[config.mk]
export PLATFORM = sky130hd
export DESIGN_NAME = stage_sequencer
export DESIGN_NICKNAME = d
export VERILOG_FILES = /design/src/rtl/stage_sequencer_pkg.sv /design/src/rtl/stage_sequencer.sv
export SDC_FILE = /design/constraint.sdc
export NUM_CORES = 1
export LEC_CHECK = 0
export CAP_MARGIN = 20
export CORE_ASPECT_RATIO = 0.8
export CORE_MARGIN = 1.5
export CORE_UTILIZATION = 41
export DETAILED_ROUTE_END_ITERATION = 6
export PLACE_DENSITY = 0.81
export SLEW_MARGIN = 20
export SYNTH_ARGS = -nofsm -noshare
export SYNTH_HDL_FRONTEND = slang
export SYNTH_SLANG_ARGS = --single-unit
[constraint.sdc]
create_clock -name clk -period 1.8 [get_ports clk]
set_input_delay 0.18 -clock clk [delete_from_list [all_inputs] [get_ports clk]]
set_output_delay 0.18 -clock clk [all_outputs]
set_load 0.01 [all_outputs]
[src/rtl/stage_sequencer_pkg.sv]
// Shared stage encoding for the sequencer and the downstream control path.
// The stage code is the sequencer's state register, so these values are the hardware encoding.
package stage_sequencer_pkg;

    typedef enum logic [1:0] {
        ST_LOAD    = 2'b00,
        ST_FETCH   = 2'b01,
        ST_DECODE  = 2'b10,
        ST_EXECUTE = 2'b11
    } stage_t;

    localparam int DEFAULT_INSTR_W = 12;

endpackage

[src/rtl/stage_sequencer.sv]
// Stage sequencer: program-load handshake, then FETCH/DECODE/EXECUTE with run/halt
// gating and sticky reload requests, both resolved only at the FETCH boundary.
module stage_sequencer
    import stage_sequencer_pkg::*;
#(
    parameter int ADDR_W  = 8,
    parameter int INSTR_W = DEFAULT_INSTR_W,
    parameter int CNT_W   = 16
) (
    input  logic               clk,
    input  logic               rst_n,
    input  logic               load_valid,
    input  logic [INSTR_W-1:0] load_data,
    input  logic               load_last,
    output logic               load_ready,
    output logic               pmem_we,
    output logic [ADDR_W-1:0]  pmem_waddr,
    output logic [INSTR_W-1:0] pmem_wdata,
    input  logic               run_en,
    input  logic               reload_req,
    output logic [1:0]         stage,
    output logic               load_done,
    output logic               halted,
    output logic [ADDR_W:0]    load_count,
    output logic [CNT_W-1:0]   instr_count
);

    stage_t             stage_q, stage_d;
    logic [ADDR_W-1:0]  addr_q, addr_d;
    logic [ADDR_W:0]    load_count_q, load_count_d;
    logic [CNT_W-1:0]   instr_count_q, instr_count_d;
    logic               reload_pend_q, reload_pend_d;
    logic               load_done_q, load_done_d;
    logic               accept;

    assign load_ready  = (stage_q == ST_LOAD);
    assign accept      = load_valid & load_ready;
    assign pmem_we     = accept;
    assign pmem_waddr  = addr_q;
    assign pmem_wdata  = load_data;
    assign stage       = stage_q;
    assign load_done   = load_done_q;
    assign halted      = (stage_q == ST_FETCH) & ~run_en & ~reload_pend_q;
    assign load_count  = load_count_q;
    assign instr_count = instr_count_q;

    // NOTE: every next-state signal gets its hold value first, so no path through the case can infer a latch.
    always_comb begin
        stage_d       = stage_q;
        addr_d        = addr_q;
        load_count_d  = load_count_q;
        instr_count_d = instr_count_q;
        reload_pend_d = reload_pend_q;
        load_done_d   = 1'b0;

        case (stage_q)
            ST_LOAD: begin
                // A filled address space ends the load even without load_last.
                if (accept) begin
                    addr_d       = addr_q + ADDR_W'(1);
                    load_count_d = load_count_q + (ADDR_W + 1)'(1);
                    if (load_last || (&addr_q)) begin
                        stage_d     = ST_FETCH;
                        load_done_d = 1'b1;
                    end
                end
            end
            ST_FETCH: begin
                if (reload_pend_q) begin
                    stage_d       = ST_LOAD;
                    reload_pend_d = 1'b0;
                    addr_d        = '0;
                    load_count_d  = '0;
                end else begin
                    if (reload_req) reload_pend_d = 1'b1;
                    if (run_en) stage_d = ST_DECODE;
                end
            end
            ST_DECODE: begin
                if (reload_req) reload_pend_d = 1'b1;
                stage_d = ST_EXECUTE;
            end
            ST_EXECUTE: begin
                if (reload_req) reload_pend_d = 1'b1;
                instr_count_d = instr_count_q + CNT_W'(1);
                stage_d       = ST_FETCH;
            end
        endcase
    end

    // NOTE: state flops use non-blocking assignments and reset asynchronously; the reset branch clears everything at once.
    always_ff @(posedge clk or negedge rst_n) begin
        if (!rst_n) begin
            stage_q       <= ST_LOAD;
            addr_q        <= '0;
            load_count_q  <= '0;
            instr_count_q <= '0;
            reload_pend_q <= 1'b0;
            load_done_q   <= 1'b0;
        end else begin
            stage_q       <= stage_d;
            addr_q        <= addr_d;
            load_count_q  <= load_count_d;
            instr_count_q <= instr_count_d;
            reload_pend_q <= reload_pend_d;
            load_done_q   <= load_done_d;
        end
    end

endmodule

# --- Word level (Yosys, flattened, before mapping) ---
# Index checks and enable logic that the tools add are counted.
word_totals:
  output_inout_bits: 51
  word_cells: 49
  regBits: 37
  in_bits: 18
op_classes:
  eq_ne: 8
  muxes: 18
  n_reduce_logical: 9
  n_bitwise: 5
  addsub: 3
op_table:
  columns: ["op", "n"]
  rows:
  - ["$mux W9", 2]
  - ["$pmux W9 S2", 1]
  - ["$add A16 B1 Y16 const B", 1]
  - ["$mux W8", 2]
  - ["$pmux W8 S2", 1]
  - ["$add A9 B1 Y9 const B", 1]
  - ["$add A8 B1 Y8 const B", 1]
  - ["$mux W2", 4]
  - ["$pmux W2 S4", 1]
  - ["$reduce_and A8 Y1", 1]
  - ["$mux W1", 6]
  - ["$ne A2 B1 Y1 const B", 3]
  - ["$reduce_and A3 Y1", 2]
  - ["$eq A2 B2 Y1 const B", 2]
  - ["$reduce_bool A2 Y1", 2]
  - ["$and A1 B1 Y1", 3]
  - ["$ne A3 B3 Y1 const B", 1]
  - ["$eq A2 B1 Y1 const B", 1]
  - ["$logic_not A2 Y1", 1]
  - ["$ne A2 B2 Y1 const B", 1]
  - ["$not A1 Y1", 2]
  - ["$pmux W1 S2", 1]
  - ["$reduce_and A2 Y1", 1]
  - ["$reduce_or A2 Y1", 1]
  - ["$logic_or A1 B1 Y1", 1]

# --- Longest topological paths before layout ---
# Gate-level depths: netlist (run 1).
logic_depth:
  depth_word: 5
  depth_mapped: 10
  mapped_depth_nobuf: 6

# --- Least setup slack after synthesis (run 1) ---
# OpenSTA, ideal clock, no wires.
synth_timing:
  path_type: "reg2reg"
  from: "register stage_q[1], in the netlist stage[1]"
  to: "register load_count_q[8], in the netlist load_count[8]"
  t_arrival_ps: 1819
  setup_slack_ps: -145
  required_time_ps: 1674
  period_less_slack_ps: 1945
  stages_incl_launch_ff: 8
  cell_sequence: "dfrtp_1 -> inv_1 -> ha_1 -> mux2i_2 -> or2_0 -> buf_2 -> nor4_1 -> a221o_1"
synth_between:
  elab_chain_cells: 4
  word_cells_on_any_way: 8
  cone_classes: "eq/ne (3); mux (1); bitwise (1); reduce/logical (3)"
synth_lines:
  columns: ["item", "line_no", "source"]
  rows:
  - ["from (decl)", "stage_sequencer.sv:28", "stage_t stage_q, stage_d;"]
  - ["from (signal assigned)", "stage_sequencer.sv:101", "stage_q <= stage_d;"]
  - ["$logic_not A2 Y1 *", "stage_sequencer.sv:36", "assign load_ready = (stage_q == ST_LOAD);"]
  - ["net load_ready", "stage_sequencer.sv:15", "output logic load_ready,"]
  - ["$and A1 B1 Y1", "stage_sequencer.sv:37", "assign accept = load_valid & load_ready;"]
  - ["$ne A2 B1 Y1 (no line)", null, null]
  - ["$reduce_and A3 Y1 (no line)", null, null]
  - ["to (signal assigned)", "stage_sequencer.sv:103", "load_count_q <= load_count_d;"]
  - ["to (decl)", "stage_sequencer.sv:30", "logic [ADDR_W:0] load_count_q, load_count_d;"]
# The timed path passes the listed nets; every way through them passes the cells marked *.
# A chain may end at the register's enable or synchronous reset.

# --- Worst setup path in the final report (run 1) ---
layout_timing:
  from: "register stage_q[1], in the netlist stage[1]"
  to: "register load_count_q[2], in the netlist load_count[2]"
layout_between:
  elab_chain_cells: 4
  word_cells_on_any_way: 8
  cone_classes: "eq/ne (3); mux (1); bitwise (1); reduce/logical (3)"
layout_lines:
  columns: ["item", "line_no"]
  rows:
  - ["$logic_not A2 Y1", "stage_sequencer.sv:36, stage_sequencer.sv:56"]
  - ["$and A1 B1 Y1", "stage_sequencer.sv:37"]
  - ["$ne A2 B1 Y1 (no line)", null]
  - ["$reduce_and A3 Y1 (no line)", null]
# Several ways; a longest one is shown, not always the timed one.

==> impl_metrics.toml, run 1 <==
[synthesis]
ys_warn_count = 0
async_flop_share = 1.00
synth-compound-area-share = 0.104
synthMuxAreaShare = 0.0227
netlist_area_um2 = 1990
synth-edff-count = 0
synth.area.top_cells = "dfrtp_1, ha_1, buf_4"
synth-xor-area-share = 0.0705
synth-simple-area-share = 0.199
ys.flop_type = "dfrtp_1"
syn_inst = 200
ys_ff_latch = 37
synth_fa_ha_area_frac = 0.0504
avgSynthCellArea_um2 = 9.93
synth_top_family_by_area = "simple AND/OR/NAND/NOR gates"
synth_cell_types = 39
post-synth-top-area-cell = "dfrtp_1"
synth_top_area_share = 0.466
yosysSeqAreaShare = 0.466
syn_nets = 226

[floorplanning]
initial_core_util = 0.430
dieArea_um2 = 5280
die_w_um = 80.8
num_rows = 22
core_um2 = 4620
io_pins = 69
fp.dieH_um = 65.3

[cells_and_area]
drive_gt1_frac = 0.169
final_cell_mix = "clkdlybuf4s50_1, dfrtp_1, nand2_1, buf_4, nor2_1"
final_util = 0.580
syn2layout_area_growth_pct = 34.9
final_common_cell = "clkdlybuf4s50_1"
nets = 274
antenna_cells = 0

[critical_path]
cp_max_fo = 18
cp-end-kind = "register"
reg2reg_depth = 8
start_kind = "register"
crit_type = "reg2reg"
required_ns = 1.97
r2r-end = "load_count[2]$_DFFE_PN0P_"
worstPathArrival_ns = 1.89
ff2ff_setup_slack_ns = 0.08
rr_startpoint = "stage[1]$_DFFE_PN0P_"
endpoint = "load_count[2]$_DFFE_PN0P_"
crit_path_start = "stage[1]$_DFFE_PN0P_"

[sta]
fin_crit_ns = 1.72
setup_ws_ns = 0.0847
skew_ns = 0.00544
finalCritPeriodShare = 0.953
drv_slew = 0
setup_viol = 0
tns_ns = 0
hold_violations = 0
tightest_slew_ns = 0.474
timing.fmax_mhz = 583
slew_headroom = 0.684
grt_setup_unrepaired = "true"

[pwr]
p_switching_mw = 1.34
netSwitchingFraction = 0.355
power_frac_comb = 0.445
power_leakage_nw = 1.16
internal_power_mw = 2.43
p_clk_frac = 0.226
seq_power_share = 0.329
power_density_nw_per_um2 = 1400
vdd_drop_max_v = 0.000723
finalPower_mw = 3.76

[global_route]
antenna_found_initial = 0
grt_start_max_net_pins = 38
grt_pass1_vias = 1579
track_usage = 0.189
grt_pass1_wl_um = 7520
grt_remaining_overflow = 0

[routing]
num_vias = 1650
wl_per_cell_um = 14.7
drt-pass1-iter-count = 4
wirelength_um = 4540
vias_per_cell = 5.34
drtIter0Drc = 56
antenna_left = 0
route.detailed.drc = 0

[worst_hold_path]
hp-class = "in2async"

[place]
port_buffers = 44
pre_cts_ws_ns = -0.0659
place_congestion = 0.848
hpwl_um = 3240

[clocking]
clkSinkCount = 37
cts-root-buf = "clkbuf_8"
clk_path_buf_depth = 2
cts_tree = "done"
cts_setup_buffers = 0
clk_latency_ns = 0.28
numCtsBuffers = 5
clkTransAtPathRegs_ns = 0.07
h-tree-depth = 2
hold_buffers = 0

[run]
drv_cap = 0

[run_status]
status = "complete, no violations"
[cells in the mapped netlist (all sizes together), types with 2 or more instances]
cell	instances
nor2	14
nor4	6
nand2	19
inv	9
nor3	2
mux2i	3
nand3	5
a31oi	2
a22o	3
or2	2
nor2b	5
a21oi	5
xnor2	11
nand4	10
ha	8
o21ai	18
and3	3
and2	4
buf	17
xor2	5
dfrtp	37
[cell type report]
class / count / area, um2
fill: 383 / 1940
multi-input combinational: 136 / 946
sequential: 37 / 928
tap: 60 / 75.1
timing repair buffer: 59 / 562
clock buffer: 5 / 68.8
clock inverter: 3 / 65.1
inverter: 9 / 36.3
[power groups by stage]
stage | logic [mW] | registers [mW] | clock network, mW
final | 1.67 | 1.24 | 0.850
after CTS | 1.64 | 1.23 | 0.871
after global placement | 1.53 | 1.23 | 0
after floorplan | 0.855 | 1.28 | 0
after detailed placement | 1.58 | 1.24 | 0
after global routing | 1.83 | 1.26 | 0.914
[critical path, cell delays in order (launching register included)]
cell and delay (ns):
dfrtp_2 0.43, inv_4 0.09, ha_4 0.15, buf_12 0.14, mux2i_4 0.10, or2_4 0.28
buf_4 0.17, o21ai_0 0.15, o21ai_1 0.08
[per-stage QoR]
| step | hold slack, ns | cell area [um2] | instances |
|---|---|---|---|
| floorplan | -0.116 | 2030 | 200 |
| global placement | 0.360 | 2520 | 301 |
| detailed placement | 0.360 | 2520 | 301 |
| CTS | 0.316 | 2660 | 309 |
| global route | 0.335 | 2680 | 309 |
| finish | 0.303 | 2680 | 309 |
[routing by layer]
metal	wire, um	track usage
met4	61	0.0733
met1	2040	0.243
met3	234	0.0681
met2	2200	0.291
met5	0	0
[kinds of logic after synthesis]
logic type / Yosys count
compound gates: 34
xor+xnor: 16
fa+ha+maj: 8
buf+inv: 27
flops: 37
mux: 4
simple gates: 74
[flip-flops by register name, summed over array words and instances (netlist names)]
| name | cells |
|---|---|
| stage | 2 |
| load_done | 1 |
| instr_count | 16 |
| pmem_waddr | 8 |
| reload_pend_q | 1 |
| load_count | 9 |
[repair_timing]
action	4_1_cts	5_1_grt
endpoints found under the hold margin	0	0
setup endpoints to repair	16	5
resized for setup	8	9
[worst min-delay path by stage]
stage,endpoint,slack (ns),cells after the start
after floorplan,instr_count[0]$_DFFE_PN0P_,-0.12,0
after global placement,pmem_wdata[0],0.36,0
after detailed placement,pmem_wdata[0],0.36,0
after CTS,load_count[2]$_DFFE_PN0P_,0.32,2
after global routing,load_count[2]$_DFFE_PN0P_,0.34,2
final,load_count[2]$_DFFE_PN0P_,0.30,2
No activity file was read; power rests on OpenSTA's default activity.
==> run 2: changes to the inputs <==
Settings changed: TNS_END_PERCENT set to 30.
==> run 2 against run 1 <==
  * Clock skew increased by 0.00062 ns
  * Via count about the same
  * Setup slack improved by 0.0015 ns
  * Sequential cell count unchanged
  * Highest routed layer unchanged
  * Critical path depth unchanged
  * Utilization decreased by 0.054 points
  * Maximum frequency about the same
==> impl_metrics.toml, run 2 (synthesis results as in run 1) <==
[global_route]
track_usage = 0.189
grt_pass1_vias = 1579
grt_start_max_net_pins = 38
grt_remaining_overflow = 0
grt_pass1_wl_um = 7520
antenna_found_initial = 0

[critical_path]
required_ns = 1.97
crit_type = "reg2reg"
reg2reg_depth = 8
r2r-end = "load_count[2]$_DFFE_PN0P_"
critPathBufInv = 3
worstPathArrival_ns = 1.89
cp_max_fo = 18
start_kind = "register"
ff2ff_setup_slack_ns = 0.09
cp-end-kind = "register"
critPathMaxStageDelay_ns = 0.43
cp_slowest_cell = "dfrtp_2"
critical_path.cell_chain = "inv_4, ha_4, buf_12, mux2i_4, or2_4, buf_4, o21ai_0, o21ai_1"
crit_family = "flip-flops"
rr_startpoint = "stage[1]$_DFFE_PN0P_"

[pwr]
power_density_nw_per_um2 = 1410
power_leakage_nw = 1.16
netSwitchingFraction = 0.357
internal_power_mw = 2.43
seq_power_share = 0.328
p_switching_mw = 1.34
power_frac_comb = 0.445
p_clk_frac = 0.227
vdd_drop_max_v = 0.000728

[sta]
slew_headroom = 0.687
timing.fmax_mhz = 583
finalCritPeriodShare = 0.952
drv_slew = 0
hold_violations = 0
tightest_slew_ns = 0.470
grt_setup_unrepaired = "true"
setup_viol = 0
skew_ns = 0.00605
fin_crit_ns = 1.71
setup_ws_ns = 0.0862

[clocking]
clkSinkCount = 37
clk_path_buf_depth = 2
h-tree-depth = 2
cts_tree = "done"
cts-root-buf = "clkbuf_8"
numCtsBuffers = 5
clk_latency_ns = 0.29
hold_buffers = 0
clkTransAtPathRegs_ns = 0.08

[worst_hold_path]
hp-class = "in2async"

[floorplanning]
dieArea_um2 = 5280
core_um2 = 4620
initial_core_util = 0.430
io_pins = 69
die_w_um = 80.8
num_rows = 22
fp.dieH_um = 65.3

[run]
drv_cap = 0

[cells_and_area]
drive_gt1_frac = 0.165
multi_input_area_um2 = 943
antenna_cells = 0
final_cell_mix = "clkdlybuf4s50_1, dfrtp_1, nand2_1, buf_4, nor2_1"
largest_reg_flops = 16
final_common_cell = "clkdlybuf4s50_1"
syn2layout_area_growth_pct = 34.8
design_area_um2 = 2680
fill_cells = 379
final-seq-area_um2 = 928
nets = 274

[routing]
vias_per_cell = 5.34
antenna_left = 0
wirelength_um = 4550
route.detailed.drc = 0
num_vias = 1651
wl_per_cell_um = 14.7
drt-pass1-iter-count = 4
drtIter0Drc = 53

[place]
place_congestion = 0.848
pre_cts_ws_ns = -0.0659
place_area_um2 = 2520
port_buffers = 44
hpwl_um = 3240

[run_status]
status = "complete, no violations"
[run 2: final cells by class]
cell class	instances	share of cell area
Multi-Input combinational cell	136	0.352
Sequential cell	37	0.347
Timing Repair Buffer	59	0.210
Tap cell	60	0.0280
Clock buffer	5	0.0257
Clock inverter	3	0.0243
Inverter	9	0.0135
[run 2: routing by layer]
layer  vias to the layer above  wire, um  global-route usage
li1                        782         -                   -
met1                       820      2070               0.243
met2                        43      2200               0.291
met3                         6       222              0.0681
met4                         0        61              0.0733
met5                         -         0                   0
[run 2: worst max-delay path by stage]
stage	end	slack [ns]	cells after the start	from
2_1_floorplan	load_count[3]$_DFFE_PN0P_	0.0004	10	stage[1]$_DFFE_PN0P_
3_3_place_gp	load_count[2]$_DFFE_PN0P_	0.03	8	stage[1]$_DFFE_PN0P_
3_5_place_dp	load_count[2]$_DFFE_PN0P_	-0.07	8	stage[1]$_DFFE_PN0P_
4_1_cts	load_ready	0.02	3	stage[0]$_DFFE_PN0P_
5_1_grt	instr_count[14]$_DFFE_PN0P_	-0.003	6	stage[1]$_DFFE_PN0P_
6_report	load_count[2]$_DFFE_PN0P_	0.09	8	stage[1]$_DFFE_PN0P_
[run 2: worst register-to-register path: stages (launching register included)]
cell and delay (ns):
dfrtp_2 0.43, inv_4 0.09, ha_4 0.15, buf_12 0.14, mux2i_4 0.10, or2_4 0.28, buf_4 0.17, o21ai_0 0.15
o21ai_1 0.08
[run 2: through the flow]
| step | instances | TNS, ns | utilization | hold slack [ns] | power [mW] |
|---|---|---|---|---|---|
| floorplan | 200 | 0 | - | -0.116 | 2.14 |
| global placement | 301 | 0 | 0.544 | 0.360 | 2.75 |
| detailed placement | 301 | -0.199 | 0.544 | 0.360 | 2.82 |
| CTS | 309 | 0 | 0.575 | 0.316 | 3.74 |
| global route | 309 | -0.00331 | 0.579 | 0.335 | 4.01 |
| finish | 309 | 0 | 0.579 | 0.306 | 3.77 |
[run 2: power groups by stage]
stage	clock [mW]	sequential, mW	combinational, mW
after floorplan	0	1.28	0.855
after global placement	0	1.23	1.53
after detailed placement	0	1.24	1.58
after CTS	0.871	1.23	1.64
after global routing	0.914	1.26	1.83
final	0.854	1.24	1.68
[run 2: repair_timing]
item	4_1_cts	5_1_grt
setup endpoints to repair	16	5
pin swaps	0	0
setup buffers	0	0
gates resized for setup	8	8
==> run 3: changes to the inputs <==
Settings changed: HOLD_SLACK_MARGIN set to 0.08.
==> results of run 3 <==
Final layout, timing and power as in run 2 (identical DEF).
